$ cat src/rtl/cpu_pkg.sv
// Shared CPU definitions: fetch FSM state encoding, the canonical NOP and the
// sequential PC step.
package cpu_pkg;

    typedef enum logic [2:0] {
        IDLE      = 3'd0,
        FETCH     = 3'd1,
        WAIT_DATA = 3'd2,
        HOLD      = 3'd3,
        TRAP      = 3'd4
    } fetch_state_t;

    // addi x0, x0, 0
    localparam logic [31:0] NOP_INST = 32'h0000_0013;
    localparam int          PC_STEP  = 4;

endpackage

$ cat src/rtl/cpu_control_signals.sv
// Control bundle from the decoder; the fetch unit reads the PC-steering bits
// through the datapath modport.
interface cpu_control_signals;

    logic Jump;
    logic Branch;
    logic InverseBranch;
    logic PCOffset;

    modport control  (output Jump, output Branch, output InverseBranch, output PCOffset);
    modport datapath (input  Jump, input  Branch, input  InverseBranch, input  PCOffset);

endinterface

$ cat src/rtl/next_pc_calc.sv
// Combinational next-PC selection (sequential / branch / jal / jalr).
// Build option MISALIGN_TRAP_EN: report misaligned targets instead of clearing bits [1:0].
module next_pc_calc
    import cpu_pkg::*;
#(
    parameter int XLEN = 32
) (
    input  logic [XLEN-1:0] pc,
    input  logic [XLEN-1:0] imm,
    input  logic [XLEN-1:0] alu_result,
    input  logic            alu_zero,
    input  logic            jump,
    input  logic            branch,
    input  logic            inverse_branch,
    input  logic            pc_offset,
    output logic [XLEN-1:0] next_pc,
    output logic            misalign
);

    logic            w_taken;
    logic [XLEN-1:0] w_target;

    always_comb begin
        w_taken = branch & (alu_zero ^ inverse_branch);
        // Jump outranks Branch; jalr drops bit 0 of the computed address.
        if (jump && pc_offset) begin
            w_target = alu_result & ~XLEN'(1);
        end else if (jump || w_taken) begin
            w_target = pc + imm;
        end else begin
            w_target = pc + XLEN'(PC_STEP);
        end
    end

`ifdef MISALIGN_TRAP_EN
    assign next_pc  = w_target;
    assign misalign = |w_target[1:0];
`else
    assign next_pc  = w_target & ~XLEN'(3);
    assign misalign = 1'b0;
`endif

endmodule

$ cat src/rtl/fetch_pc_unit.sv
// PC owner and single-outstanding instruction fetcher feeding decode.
// Build option MISALIGN_TRAP_EN: misaligned next PC parks the unit in TRAP until reset.
module fetch_pc_unit
    import cpu_pkg::*;
#(
    parameter int              XLEN     = 32,
    parameter logic [XLEN-1:0] RESET_PC = '0
) (
    input  logic                        clk,
    input  logic                        rst,
    cpu_control_signals.datapath        ctrl,
    input  logic                        alu_zero,
    input  logic [XLEN-1:0]             alu_result,
    input  logic [XLEN-1:0]             imm,
    output logic                        imem_req,
    output logic [XLEN-1:0]             imem_addr,
    input  logic                        imem_ready,
    input  logic                        imem_rvalid,
    input  logic [31:0]                 imem_rdata,
    output logic [31:0]                 inst_out,
    output logic                        inst_valid,
    input  logic                        inst_ready,
    output logic [XLEN-1:0]             pc_out,
    output logic [XLEN-1:0]             pc_plus4,
    output logic                        misaligned
);

    fetch_state_t    r_state;
    fetch_state_t    w_state_next;
    logic [XLEN-1:0] r_pc;
    logic [XLEN-1:0] w_pc_next;
    logic [31:0]     r_inst;
    logic [31:0]     w_inst_next;
    logic [XLEN-1:0] w_next_pc;
    logic            w_misalign;

    next_pc_calc #(
        .XLEN (XLEN)
    ) u_next_pc_calc (
        .pc             (r_pc),
        .imm            (imm),
        .alu_result     (alu_result),
        .alu_zero       (alu_zero),
        .jump           (ctrl.Jump),
        .branch         (ctrl.Branch),
        .inverse_branch (ctrl.InverseBranch),
        .pc_offset      (ctrl.PCOffset),
        .next_pc        (w_next_pc),
        .misalign       (w_misalign)
    );

`ifdef MISALIGN_TRAP_EN
    logic r_misaligned;
    logic w_misaligned_next;
`endif

    always_comb begin
        w_state_next = r_state;
        w_pc_next    = r_pc;
        w_inst_next  = r_inst;
`ifdef MISALIGN_TRAP_EN
        w_misaligned_next = r_misaligned;
`endif
        case (r_state)
            IDLE: w_state_next = FETCH;
            FETCH: begin
                // Any rvalid seen here belongs to an abandoned request.
                if (imem_ready) begin
                    w_state_next = WAIT_DATA;
                end
            end
            WAIT_DATA: begin
                if (imem_rvalid) begin
                    w_inst_next  = imem_rdata;
                    w_state_next = HOLD;
                end
            end
            HOLD: begin
                if (inst_ready) begin
`ifdef MISALIGN_TRAP_EN
                    if (w_misalign) begin
                        w_misaligned_next = 1'b1;
                        w_state_next      = TRAP;
                    end else begin
                        w_pc_next    = w_next_pc;
                        w_state_next = FETCH;
                    end
`else
                    w_pc_next    = w_next_pc;
                    w_state_next = FETCH;
`endif
                end
            end
            TRAP:    w_state_next = TRAP;
            default: w_state_next = IDLE;
        endcase
    end

    always_ff @(posedge clk) begin
        if (rst) begin
            r_state <= IDLE;
            r_pc    <= RESET_PC;
            r_inst  <= NOP_INST;
`ifdef MISALIGN_TRAP_EN
            r_misaligned <= 1'b0;
`endif
        end else begin
            r_state <= w_state_next;
            r_pc    <= w_pc_next;
            r_inst  <= w_inst_next;
`ifdef MISALIGN_TRAP_EN
            r_misaligned <= w_misaligned_next;
`endif
        end
    end

    assign imem_req   = (r_state == FETCH);
    assign imem_addr  = r_pc;
    assign inst_valid = (r_state == HOLD);
    assign inst_out   = r_inst;
    assign pc_out     = r_pc;
    assign pc_plus4   = r_pc + XLEN'(PC_STEP);

`ifdef MISALIGN_TRAP_EN
    assign misaligned = r_misaligned;
`else
    assign misaligned = w_misalign;
`endif

endmodule

$ cat src/flat_wrapper.sv
// flat-port wrapper written by rule: the top's interface ports become plain ports
module fetch_pc_unit_flat import cpu_pkg::*;
#(
    parameter int              XLEN     = 32,
    parameter logic [XLEN-1:0] RESET_PC = '0
)
  (clk, rst, alu_zero, alu_result, imm, imem_req, imem_addr, imem_ready, imem_rvalid, imem_rdata, inst_out, inst_valid, inst_ready, pc_out, pc_plus4, misaligned, ctrl_Jump, ctrl_Branch, ctrl_InverseBranch, ctrl_PCOffset);
  cpu_control_signals ctrl_i ();
  input  logic clk;
  input  logic rst;
  input  logic alu_zero;
  input  logic [XLEN-1:0] alu_result;
  input  logic [XLEN-1:0] imm;
  output logic imem_req;
  output logic [XLEN-1:0] imem_addr;
  input  logic imem_ready;
  input  logic imem_rvalid;
  input  logic [31:0] imem_rdata;
  output logic [31:0] inst_out;
  output logic inst_valid;
  input  logic inst_ready;
  output logic [XLEN-1:0] pc_out;
  output logic [XLEN-1:0] pc_plus4;
  output logic misaligned;
  input wire logic [$bits(ctrl_i.Jump)-1:0] ctrl_Jump;
  input wire logic [$bits(ctrl_i.Branch)-1:0] ctrl_Branch;
  input wire logic [$bits(ctrl_i.InverseBranch)-1:0] ctrl_InverseBranch;
  input wire logic [$bits(ctrl_i.PCOffset)-1:0] ctrl_PCOffset;
  assign ctrl_i.Jump = ctrl_Jump;
  assign ctrl_i.Branch = ctrl_Branch;
  assign ctrl_i.InverseBranch = ctrl_InverseBranch;
  assign ctrl_i.PCOffset = ctrl_PCOffset;
  fetch_pc_unit #(.XLEN(XLEN), .RESET_PC(RESET_PC)) u_core (.clk(clk), .rst(rst), .ctrl(ctrl_i), .alu_zero(alu_zero), .alu_result(alu_result), .imm(imm), .imem_req(imem_req), .imem_addr(imem_addr), .imem_ready(imem_ready), .imem_rvalid(imem_rvalid), .imem_rdata(imem_rdata), .inst_out(inst_out), .inst_valid(inst_valid), .inst_ready(inst_ready), .pc_out(pc_out), .pc_plus4(pc_plus4), .misaligned(misaligned));
endmodule
$ cat config.mk
export PLATFORM = sky130hd
export DESIGN_NAME = fetch_pc_unit_flat
export DESIGN_NICKNAME = d
export VERILOG_FILES = /design/src/rtl/cpu_pkg.sv /design/src/rtl/cpu_control_signals.sv /design/src/rtl/next_pc_calc.sv /design/src/rtl/fetch_pc_unit.sv /design/src/flat_wrapper.sv
export SDC_FILE = /design/constraint.sdc
export NUM_CORES = 1
export LEC_CHECK = 0
export ABC_AREA = 1
export CORE_MARGIN = 2
export CORE_UTILIZATION = 41
export DETAILED_ROUTE_END_ITERATION = 8
export GPL_TIMING_DRIVEN = 0
export HOLD_SLACK_MARGIN = 0.15
export PLACE_DENSITY = 0.77
export SLEW_MARGIN = 30
export SYNTH_ARGS = -nofsm -noshare
export SYNTH_HDL_FRONTEND = slang
export SYNTH_SLANG_ARGS = --single-unit
$ cat constraint.sdc
create_clock -name clk -period 2.1 [get_ports clk]
set_input_delay 0.21 -clock clk [delete_from_list [all_inputs] [get_ports clk]]
set_output_delay 0.21 -clock clk [all_outputs]
set_load 0.005 [all_outputs]
==> impl_metrics.yaml <==
logic_synthesis:
  synth_xor_area_share_pct: 3.98
  ys_seq_elements: 65
  syn_area_um2: 6140
  synthAdderAreaFrac_pct: 6.44
  synth_top_area_share_pct: 21.2
  synthArstFlopShare_pct: 0
  ys_seq_area_share_pct: 21.2
  synth_area_leaders: "dfxtp_1 21%, nand2_1 20%, nor2_1 9.8%"
  synth_area_leader_cell: "dfxtp_1"
  synthSimpleGateAreaFrac_pct: 40.5
  synth_cells: 1067
  synthMuxAreaShare_pct: 0
  synth_top_family_by_area: "simple AND/OR/NAND/NOR gates"
  postSynthAreaPerCell_um2: 5.75
  synth_edf_count: 0
  yosys_warnings: 0
  synth_compound_area_share_pct: 13.1
  synth_flop_cell: "dfxtp_1"
  synth.distinct_cells: 42
setup_path:
  cp-end-kind: "flip-flop"
  crit_start: "u_core.imem_addr[10]"
  cpMaxStageDelayCell: "dfxtp_4"
  r2r-start: "u_core.imem_addr[10]"
  r2r_slack_ns: -0.22
  cp_top_family: "simple AND/OR/NAND/NOR gates"
  path_class: "reg -> reg"
  path_cells: "buf_4 -> nand2_1 -> nor2_4 -> nand2_2 -> nor2_1 -> xor2_1 -> buf_4 -> buf_4 -> buf_4 -> buf_4 -> a21oi_1 -> nand2_1 -> nand2_1 -> a21oi_1"
  cp_common_cell: "buf_4"
  startpoint_type: "flip-flop"
  cp.required_ns: 2.36
  cp_max_fo: 6
  cpPeakStageDelay_ns: 0.40
  cp_num_buf_inv: 5
  arrival_ns: 2.58
sta:
  tns_ns: -1.89
  clock.fmax_mhz: 431
  worstMarginPinSlew_ns: 0.802
  clock_skew_ns: 0.0156
  period_needed_ns: 2.32
  rsz0062_at_grt: "yes"
  hold_viol_final: 0
  fin_ws_ns: -0.218
  hold_ws_ns: 0.425
  slew_headroom_pct: 46.5
  finalMaxSlewViolations: 0
  finalSetupViolCount: 32
  fin_crit_sh_pct: 110
final_layout:
  final_common_cell: "nand2_1"
  regArea_um2: 1390
  nets: 1521
  multi_input_area_um2: 4810
  syn_to_final_growth_pct: 70.5
  utilization_pct: 71.7
  diodes: 0
  layout-drive-gt1-share_pct: 24.6
  most-common-layout-cells: "282 x nand2_1, 200 x clkdlybuf4s50_1, 132 x nor2_1"
  fillers: 1121
  stdcell_area_um2: 10500
clock_network:
  cts_max_level: 3
  cts_tree: "built"
  cts.sinks: 65
  cts_root_buf: "clkbuf_16"
  cts_buffers: 9
  insertion_delay_ns: 0.35
  cts_max_path_buffers: 2
  clk_pin_slew_ns: 0.07
grt:
  grt_max_degree: 13
  antenna_found_initial: 0
  grtUsageTotal_pct: 30.9
  grt-ovfl-total: 0
  grt_pass1_wl_mm: 39.2
  grt_pass1_vias: 7653
power:
  swShare_pct: 31.9
  p_int_mw: 3.01
  p_sw_mw: 1.41
  power_density_nw_per_um2: 422
  p_seq_share_pct: 30.8
  clkPwrFrac_pct: 37.6
  ir_drop_v: 0.000344
  power_frac_comb_pct: 31.6
  power.leakage_nw: 4.99
routing:
  ant_nets: 0
  drc: 27
  drt_iter0_markers: 1172
  drt_wl_total_mm: 28.7
  vias: 8733
  wl_per_cell_um: 18.3
  viasPerCell: 5.56
  dr.pass1.iters: 9
place:
  port_buffers: 225
  place_ws_ns: -0.537
  place.gp.congestion: 0.972
  dpl-instance-area_um2: 8650
  hpwl_mm: 18.4
die:
  die_w_um: 126
  die_h_um: 126
  ios: 237
  core_area_um2: 14600
  num_rows: 44
  initial_core_util_pct: 42.1
  dieArea_um2: 16000
run_status:
  status: "finished with violations"
  violations: "design-rule violations, negative setup slack"
run:
  cap_viol_max_count: 0
worst_hold_path:
  hold_class: "in -> reg"
  min-delay-start: "imem_rdata[4]"
==> state kept, by name (all words and copies together), names as in the netlist <==
register,flops
u_core.imem_addr,30
u_core.r_state,3
u_core.inst_out,32
==> what timing repair did <==
action | 4_1_cts | 5_1_grt
endpoints found under the setup margin | 49 | 48
resized for setup | 162 | 127
pin swaps | 28 | 36
endpoints found under the hold margin | 0 | 0
hold buffers | 0 | 0
buffers inserted | 47 | 28
==> worst min-delay path, stage by stage <==
cell             delay, ns
clkdlybuf4s50_1       0.39
nand2_1               0.06
nand3_1               0.06
==> cell type report <==
type	instances	share of cell area (%)
multi-input cells	809	45.9
inverters	134	4.83
repair buffers	300	26.9
flip-flops and latches	65	13.3
clock inverters	6	0.873
plain buffers	65	3.80
well taps	184	2.20
clock buffers	9	2.15
==> worst paths after layout <==
kind | cells past startpoint | to
setup reg to reg | 14 | u_core.imem_addr[18]
hold / removal | 3 | u_core.inst_out[4]
setup / recovery | 14 | u_core.imem_addr[18]
hold reg to reg | 1 | u_core.r_state[2]
==> metal layers <==
metal  vias up  wire length (um)  global-route usage [%]
li1       3961                 -                       -
met1      3862             10400                    39.4
met2       713             12900                    49.5
met3       197              3500                    6.87
met4         0              1950                    15.0
met5         -                 0                       0
==> cells in the mapped netlist, drive strengths merged, types with 2 or more instances <==
cell type    n
buf         50
o211ai       8
o21bai       6
nand3b      14
inv        133
a221oi       2
o21ai       54
clkbuf      15
xnor2        9
a21o         2
nor2       167
or2          4
a21oi       77
nor3        12
nand3       58
nand4        7
dfxtp       65
ha          30
xor2        18
nand2      329
==> cell families after synthesis <==
logic type                 Yosys count
and+or+nand+nor                    594
buffers and inverters              199
AOI/OAI and AO/OA                  150
DFF                                 65
adders and majority gates           31
xor gates and xnor gates            27
other                                1
==> power by group through the flow <==
stage	Sequential, mW	Combinational, mW	Clock, mW
2_1_floorplan	1.39	0.565	0
3_3_place_gp	1.41	1.13	0
3_5_place_dp	1.41	1.13	0
4_1_cts	1.36	1.22	1.64
5_1_grt	1.37	1.49	1.69
6_report	1.36	1.39	1.66
==> through the flow <==
stage                     std cells  power, mW
final                          1572       4.42
after global routing           1572       4.55
after CTS                      1544       4.22
after detailed placement       1482       2.54
after global placement         1482       2.54
after floorplan                1073       1.96
No activity file was read; power rests on OpenSTA's default activity.
